===== config.mk =====
export PLATFORM = sky130hd
export DESIGN_NAME = pc_fetch_unit
export DESIGN_NICKNAME = d
export VERILOG_FILES = /design/src/rtl/pc_fetch_unit.sv
export SDC_FILE = /design/constraint.sdc
export NUM_CORES = 1
export LEC_CHECK = 0
export ABC_AREA = 1
export ABC_CLOCK_PERIOD_IN_PS = 4500
export CAP_MARGIN = 20
export CORE_MARGIN = 3
export CORE_UTILIZATION = 47
export DETAILED_ROUTE_END_ITERATION = 8
export GPL_ROUTABILITY_DRIVEN = 1
export PLACE_DENSITY = 0.8
export SYNTH_ARGS = -nofsm -noshare
export SYNTH_HDL_FRONTEND = slang
export SYNTH_SLANG_ARGS = --single-unit

===== constraint.sdc =====
create_clock -name CLK -period 4.5 [get_ports CLK]
set_input_delay 0.45 -clock CLK [delete_from_list [all_inputs] [get_ports CLK]]
set_output_delay 0.45 -clock CLK [all_outputs]
set_load 0.1 [all_outputs]

===== src/rtl/pc_fetch_unit.sv =====
// rtl/pc_fetch_unit.sv - program counter, next-PC selection and fetch control for the single-cycle CPU
module pc_fetch_unit #(
  parameter logic [31:0] RESET_PC    = 32'h0000_0000,
  parameter int unsigned IMEM_BYTES  = 128,
  parameter logic [5:0]  HALT_OPCODE = 6'b111111
) (
  input  logic        CLK,
  input  logic        Reset,
  input  logic        Stall,
  input  logic [1:0]  PCSrc,
  input  logic [15:0] Imm16,
  input  logic [25:0] JTarget,
  input  logic [31:0] RegTarget,
  input  logic [31:0] Iout,
  output logic [31:0] Addr,
  output logic [31:0] PC,
  output logic [31:0] PC4,
  output logic [31:0] Instr,
  output logic        InstrValid,
  output logic        Halted,
  output logic        Fault,
  output logic [31:0] FaultAddr,
  output logic [31:0] CycleCount,
  output logic [31:0] InstrCount
);

  localparam logic [1:0] ST_RUN   = 2'b00;
  localparam logic [1:0] ST_HALT  = 2'b01;
  localparam logic [1:0] ST_FAULT = 2'b10;

  // Highest word address that may legally be fetched.
  localparam logic [31:0] LAST_ADDR = 32'(IMEM_BYTES - 32'd4);

  logic [1:0]  r_state;
  logic [31:0] r_pc;
  logic [31:0] r_fault_addr;
  logic [31:0] r_cycle_count;
  logic [31:0] r_instr_count;

  logic [31:0] w_pc4;
  logic [31:0] w_npc;
  logic [31:0] w_branch_off;
  logic        w_illegal;
  logic        w_run;
  logic        w_retire;
  logic        w_halt_op;

  assign w_pc4        = r_pc + 32'd4;
  assign w_branch_off = {{14{Imm16[15]}}, Imm16, 2'b00};
  assign w_run        = (r_state == ST_RUN);
  assign w_retire     = w_run && !Stall;
  assign w_halt_op    = (Iout[31:26] == HALT_OPCODE);

  // Next-PC candidate from this cycle's control inputs, plus its legality.
  always_comb begin
    w_npc = w_pc4;
    case (PCSrc)
      2'b01:   w_npc = w_pc4 + w_branch_off;
      2'b10:   w_npc = {w_pc4[31:28], JTarget, 2'b00};
      2'b11:   w_npc = RegTarget;
      default: w_npc = w_pc4;
    endcase
    // Wrapped or out-of-range targets both land above LAST_ADDR.
    w_illegal = (w_npc[1:0] != 2'b00) || (w_npc > LAST_ADDR);
  end

  // PC, run/halt/fault state, fault address and counters.
  always_ff @(posedge CLK) begin
    if (Reset) begin
      r_state       <= ST_RUN;
      r_pc          <= RESET_PC;
      r_fault_addr  <= 32'd0;
      r_cycle_count <= 32'd0;
      r_instr_count <= 32'd0;
    end else if (w_run) begin
      r_cycle_count <= r_cycle_count + 32'd1;
      if (!Stall) begin
        r_instr_count <= r_instr_count + 32'd1;
        // Halt outranks any redirect; PC stays on the halt instruction.
        if (w_halt_op) begin
          r_state <= ST_HALT;
        end else if (w_illegal) begin
          r_state      <= ST_FAULT;
          r_fault_addr <= w_npc;
        end else begin
          r_pc <= w_npc;
        end
      end
    end
  end

  assign Addr       = r_pc;
  assign PC         = r_pc;
  assign PC4        = w_pc4;
  assign InstrValid = w_retire;
  assign Instr      = w_retire ? Iout : 32'h0000_0000;
  assign Halted     = (r_state == ST_HALT);
  assign Fault      = (r_state == ST_FAULT);
  assign FaultAddr  = r_fault_addr;
  assign CycleCount = r_cycle_count;
  assign InstrCount = r_instr_count;

endmodule

==> impl_metrics.tcl, run 1 <==
set metrics [dict create \
    crit_required_ns 4.86 \
    rsz0062_at_grt "yes" \
    fp.dieH_um 151.8 \
    place_hpwl_mm 33.02 \
    status "complete, no violations" \
    register_area_um2 2651 \
    cts.sinks 130 \
    synthTopCellsByArea "dfxtp_1, nand2_1, inv_1" \
    htreeDepth 4 \
    grt_pass1_wl_mm 64.54 \
    slew_headroom_pct 26.85 \
    routed_wl_mm 42.54 \
    maxCapViolations 0 \
    whs_path_depth 2 \
    drt_iter0_drc 1236 \
    finalClockSkew_ns 0.01018 \
    end_kind "flop" \
    postLayoutCoreUtil_pct 71.32 \
    synthMuxAreaShare_pct 0 \
    num_rows 52 \
    root_buffer "clkbuf_16" \
    stdcell_count 2284 \
    core_area_um2 20560 \
    synthSimpleGateAreaFrac_pct 40.13 \
    period_minus_slack_ns 4.388 \
    yosys.area_share.adder_pct 4.333 \
    start_kind "flop" \
    vias 12390 \
    placed_cell_area_um2 13700 \
    worstMarginPinSlew_ns 1.094 \
    area_growth_pct 46.76 \
    cts.clk_slew.worst_paths_ns 0.07 \
    yosysTopAreaCell "dfxtp_1" \
    final_area_um2 14660 \
    cts_tree "yes" \
    finalHoldViolCount 0 \
    fmax_mhz 227.9 \
    p_leak_nw 6.482 \
    detail_route.drc_violations 0 \
    yosys_most_used_dff "dfxtp_1" \
    grt_max_degree 60 \
    ys_types 52 \
    antenna_found_initial 0 \
    placedCellCount 2229 \
    setup_viol 0 \
    setup_tns_ns 0 \
    postCtsHoldBufs 0 \
    diodes 0 \
    drive_gt1_share_pct 11.17 \
    fin_nets 2146 \
    start_util_pct 48.59 \
    multi_input_comb_area_um2 6157 \
    netlist_area_um2 9991 \
    synth-seq-area-share_pct 26.05 \
    gp_congestion 1.060 \
    syn_avg_cell_area_um2 6.008 \
    drtPass1Iterations 7 \
    crit_fanout 8 \
    layout_commonest_cell "nand2_1" \
    synth_top_family_by_area "simple AND/OR/NAND/NOR gates" \
    async_reset_ff_share_pct 0 \
    wl_per_cell_um 18.63 \
    syn-num-nets 1808 \
    avgViaCountPerCell 5.426 \
    ys_warn_count 0 \
    die_w_um 151.8 \
    power_density_nw_per_um2 238.9 \
    insertion_delay_ns 0.43 \
    die_area_um2 23040 \
    peakVddDrop_mv 0.2353 \
    worst_ep_arrival_time_ns 4.75 \
    portBuffers 337 \
    cts_max_path_buffers 2 \
    fin_crit_sh_pct 97.50 \
    mostFrequentLayoutCells "nand2_1, clkdlybuf4s50_1, inv_1" \
    rr_worst_depth 27 \
    drv_slew 0 \
    num-fill-cells 1782 \
    grt_usage_pct 34.69 \
    crit_type "flop to flop" \
    grt_pass1_vias 11660 \
    ys_ff_latch 130 \
    pin_count 338 \
    netlist_instances 1663 \
    yosysTopAreaCellShare_pct 26.05 \
    hold_class "flop to flop" \
    synth_edf_count 0 \
    postRouteAntennaNets 0 \
    overflow 0 \
    yosys.area_share.xor_xnor_pct 2.718 \
    cts_made_buffers 17 \
    synth_compound_area_share_pct 11.65 \
]
-- sequential cells by signal, indices dropped and copies added (netlist names) --
register    cells
CycleCount     32
FaultAddr      32
InstrCount     32
Addr           32
r_state         2
-- worst max-delay path, stage by stage, from the launching register on --
cell	delay (ns)
dfxtp_4	0.37
ha_4	0.16
nand3_4	0.12
nor2_4	0.12
nand2_2	0.09
nor3_2	0.22
nand2_1	0.13
nor2_1	0.13
nand3_1	0.13
xor2_2	0.27
clkinvlp_4	0.16
ha_4	0.31
nand2_1	0.13
nor2_1	0.17
nand2_1	0.11
nand3b_1	0.23
nand2_1	0.09
nand2_1	0.05
nand3_1	0.10
nand3b_1	0.15
nor2_2	0.16
nand3_2	0.14
nor2_4	0.19
nand3_4	0.16
buf_12	0.19
nand2_1	0.07
inv_1	0.05
nor2_1	0.09
-- cell families after synthesis --
family | Yosys count
adder cells (fa/ha/maj) | 34
buffers and inverters | 357
AO/OA/AOI/OAI | 200
flip-flops | 130
AND/OR/NAND/NOR | 911
XOR/XNOR | 31
-- metal layers --
metal  global-route usage, %  part of all wire [%]
met1                   47.05                    42
met2                   55.48                    46
met3                   7.622                   9.1
met4                   10.57                   3.1
met5                       0                     0
-- power by group --
part           switching [mW]  internal, mW
Combinational           0.639         0.271
Clock                   0.606         0.791
Sequential             0.0218          1.17
-- synth_stat cells (2+ instances only) --
master	number
a211oi_1	3
a21o_1	2
a21oi_1	108
a21oi_2	9
a221oi_1	9
a22o_1	7
and2_1	4
and3_1	2
buf_1	2
buf_2	10
buf_4	36
clkbuf_1	26
dfxtp_1	130
ha_1	33
inv_1	273
inv_2	7
nand2_1	435
nand2_2	11
nand3_1	135
nand3_2	4
nand3b_1	12
nand4_1	31
nor2_1	195
nor2_2	4
nor2_4	3
nor3_1	45
nor3_2	5
nor3_4	2
nor3b_1	4
nor4_1	11
o21a_1	10
o21ai_0	41
o21bai_1	3
or2_2	4
xor2_1	30
-- final timing paths --
check                                  start                         end  slack, ns
setup / recovery        Addr[3]$_SDFFE_PP0P_        Addr[2]$_SDFFE_PP0P_       0.11
hold / removal    FaultAddr[20]$_SDFFE_PP0P_  FaultAddr[20]$_SDFFE_PP0P_       0.47
setup reg to reg        Addr[3]$_SDFFE_PP0P_        Addr[2]$_SDFFE_PP0P_       0.11
hold reg to reg   FaultAddr[20]$_SDFFE_PP0P_  FaultAddr[20]$_SDFFE_PP0P_       0.47
-- per-stage QoR --
| stage | setup WS, ns | hold slack (ns) | power, mW |
|---|---|---|---|
| 2_1_floorplan | 0.0007252 | 0.4676 | 1.807 |
| 3_3_place_gp | 0.09555 | 0.4510 | 2.106 |
| 3_5_place_dp | 0.08125 | 0.4584 | 2.112 |
| 4_1_cts | 0.05244 | 0.4698 | 3.487 |
| 5_1_grt | -0.08539 | 0.4820 | 3.608 |
| 6_report | 0.1124 | 0.4662 | 3.503 |
-- timing repair --
action	in CTS	in global routing
setup buffers	0	21
endpoints found under the setup margin	0	65
endpoints found under the hold margin	0	0
gates resized for setup	0	43
-- area by class of cell --
class | count | area share, %
clock buffer | 18 | 2.995
clock inverter | 14 | 0.9642
inverter | 281 | 7.262
multi-input combinational | 1176 | 41.99
sequential | 130 | 18.08
tap | 270 | 2.304
timing repair buffer | 395 | 26.40
Power figures use the tool's default switching activity.
==> inputs of run 2 (changes only) <==
--- a/config.mk
+++ b/config.mk
@@ -8,6 +8,7 @@
 export ABC_AREA = 1
 export ABC_CLOCK_PERIOD_IN_PS = 4500
 export CAP_MARGIN = 20
+export CORE_ASPECT_RATIO = 0.5
 export CORE_MARGIN = 3
 export CORE_UTILIZATION = 47
 export DETAILED_ROUTE_END_ITERATION = 8
==> run 2 against run 1 <==
The run now ends with negative setup slack left; global-route usage is 2.3 points lower; die area is 0.46% higher; setup slack worse by 0.16 ns.
==> impl_metrics.tcl, run 2 (same netlist as run 1, synthesis figures left out) <==
set metrics [dict create \
    status "finished with violations" \
    violations "negative setup slack" \
    setup_viol 1 \
    power_density_nw_per_um2 235.4 \
    finalHoldViolCount 0 \
    avgViaCountPerCell 5.405 \
    placed_cell_area_um2 13610 \
    insertion_delay_ns 0.43 \
    root_buffer "clkbuf_16" \
    cts_max_path_buffers 2 \
    end_kind "flop" \
    postRouteAntennaNets 0 \
    p_seq_share_pct 33.8 \
    detail_route.drc_violations 0 \
    cts.sinks 130 \
    grt_usage_pct 32.41 \
    grt_pass1_wl_mm 58.77 \
    drv_slew 0 \
    drive_gt1_share_pct 13.41 \
    grtUsageMet2_pct 52.49 \
    drtPass1Iterations 7 \
    r2r-end "FaultAddr[10]$_SDFFE_PP0P_" \
    diodes 0 \
    worst_ep_arrival_time_ns 4.83 \
    p_sw_share_pct 36.53 \
    period_minus_slack_ns 4.543 \
    placedCellCount 2220 \
    slew_headroom_pct 28.79 \
    grt_pass1_vias 10890 \
    routed_wl_mm 41.57 \
    fin_nets 2146 \
    grt_max_degree 59 \
    place_hpwl_mm 31.41 \
    htreeDepth 4 \
    cts.clk_slew.worst_paths_ns 0.06 \
    layout_commonest_cell "nand2_1" \
    globalRouteMet1Util_pct 42.80 \
    whs_path_depth 2 \
    die_w_um 212.2 \
    gp_congestion 1.036 \
    cts_tree "yes" \
    drt_iter0_drc 1476 \
    cp-endpoint "FaultAddr[10]$_SDFFE_PP0P_" \
    finalClockSkew_ns 0.02141 \
    p_clk_share_pct 39.8 \
    cp_slowest_stage_delay_ns 0.39 \
    mostFrequentLayoutCells "nand2_1, clkdlybuf4s50_1, inv_1" \
    crit_type "flop to flop" \
    finalPower_mw 3.540 \
    regToRegSetupSlack_ns -0.04 \
    rr_startpoint "Addr[2]$_SDFFE_PP0P_" \
    p_leak_nw 6.598 \
    met3_usage_pct 6.899 \
    area_growth_pct 50.48 \
    fin_crit_sh_pct 101.0 \
    crit_required_ns 4.79 \
    p_sw_mw 1.293 \
    crit_path_top_delay_cell "dfxtp_4" \
    power.internal_mw 2.247 \
    maxCapViolations 0 \
    antenna_found_initial 0 \
    peakVddDrop_mv 0.1966 \
    wl_per_cell_um 18.18 \
    overflow 0 \
    die_area_um2 23150 \
    num_rows 37 \
    crit_fanout 8 \
    fp.dieH_um 109.1 \
    portBuffers 337 \
    top_usage_layer "met2" \
    stdcell_count 2287 \
    fmax_mhz 220.1 \
    core_area_um2 20690 \
    worst_slack_ns -0.04281 \
    cts_made_buffers 17 \
    vias 12360 \
    pin_count 338 \
    crit_start "Addr[2]$_SDFFE_PP0P_" \
    rr_worst_depth 27 \
    postLayoutCoreUtil_pct 72.65 \
    start_kind "flop" \
    start_util_pct 48.28 \
    final_area_um2 15030 \
    worstMarginPinSlew_ns 1.065 \
    hold_class "flop to flop" \
    pwr-share-comb_pct 26.4 \
]
[run 2: cell count changes in the layout (fill, tap and decap cells not counted), sizes merged]
cell / previous run / this run
clkdlybuf4s50: 329 / 328
clkinv: 6 / 4
clkbuf: 20 / 24
buf: 64 / 60
inv: 285 / 288
[run 2: per-layer routing]
| metal | routed length (µm) | vias up |
|---|---|---|
| met4 | 1773 | 0 |
| met3 | 4529 | 142 |
| li1 | - | 5938 |
| met5 | 0 | - |
| met2 | 18730 | 680 |
| met1 | 16540 | 5602 |
[run 2: final cells by class]
class	count	area, µm²
Timing Repair Buffer	395	3960
Clock inverter	15	162.7
Inverter	281	1069
Sequential cell	130	2651
Multi-Input combinational cell	1176	6425
Clock buffer	17	425.4
Fill cell	1699	5659
Tap cell	273	341.6
[run 2: metrics by stage]
stage               hold slack, ns  setup TNS, ns  worst slack [ns]
floorplan                   0.4676              0         0.0007252
global placement            0.4487              0            0.1682
detailed placement          0.4574              0            0.1010
CTS                         0.4680              0           0.07680
global route                0.4827         -8.970           -0.2255
finish                      0.4679       -0.04281          -0.04281
[run 2: power by group through the flow]
stage	registers, mW	logic [mW]	clock network, mW
2_1_floorplan	1.41	0.398	0
3_3_place_gp	1.22	0.870	0
3_5_place_dp	1.22	0.875	0
4_1_cts	1.20	0.878	1.41
5_1_grt	1.20	0.974	1.48
6_report	1.20	0.933	1.41
[run 2: worst min-delay path by stage]
stage                                           from                         end  slack (ns)
after global routing      FaultAddr[20]$_SDFFE_PP0P_  FaultAddr[20]$_SDFFE_PP0P_        0.48
after detailed placement  FaultAddr[20]$_SDFFE_PP0P_  FaultAddr[20]$_SDFFE_PP0P_        0.46
after CTS                 FaultAddr[31]$_SDFFE_PP0P_  FaultAddr[31]$_SDFFE_PP0P_        0.47
after floorplan              r_state[0]$_SDFFE_PP0P_     r_state[0]$_SDFFE_PP0P_        0.47
after global placement    FaultAddr[31]$_SDFFE_PP0P_  FaultAddr[31]$_SDFFE_PP0P_        0.45
final                     FaultAddr[20]$_SDFFE_PP0P_  FaultAddr[20]$_SDFFE_PP0P_        0.47
[run 2: timing repair]
action / CTS / global route
endpoints found under the setup margin: 0 / 65
hold buffers: 0 / 0
resized for setup: 0 / 103
setup buffers: 0 / 27
[run 2: critical path, delay by kind of cell (launching register included)]
family,cells,cell delay (ns)
and+or+nand+nor,19,2.38
buffers and inverters,3,0.55
adders and majority gates,2,0.44
AOI/OAI and AO/OA,2,0.40
DFF,1,0.39
xor gates and xnor gates,1,0.25
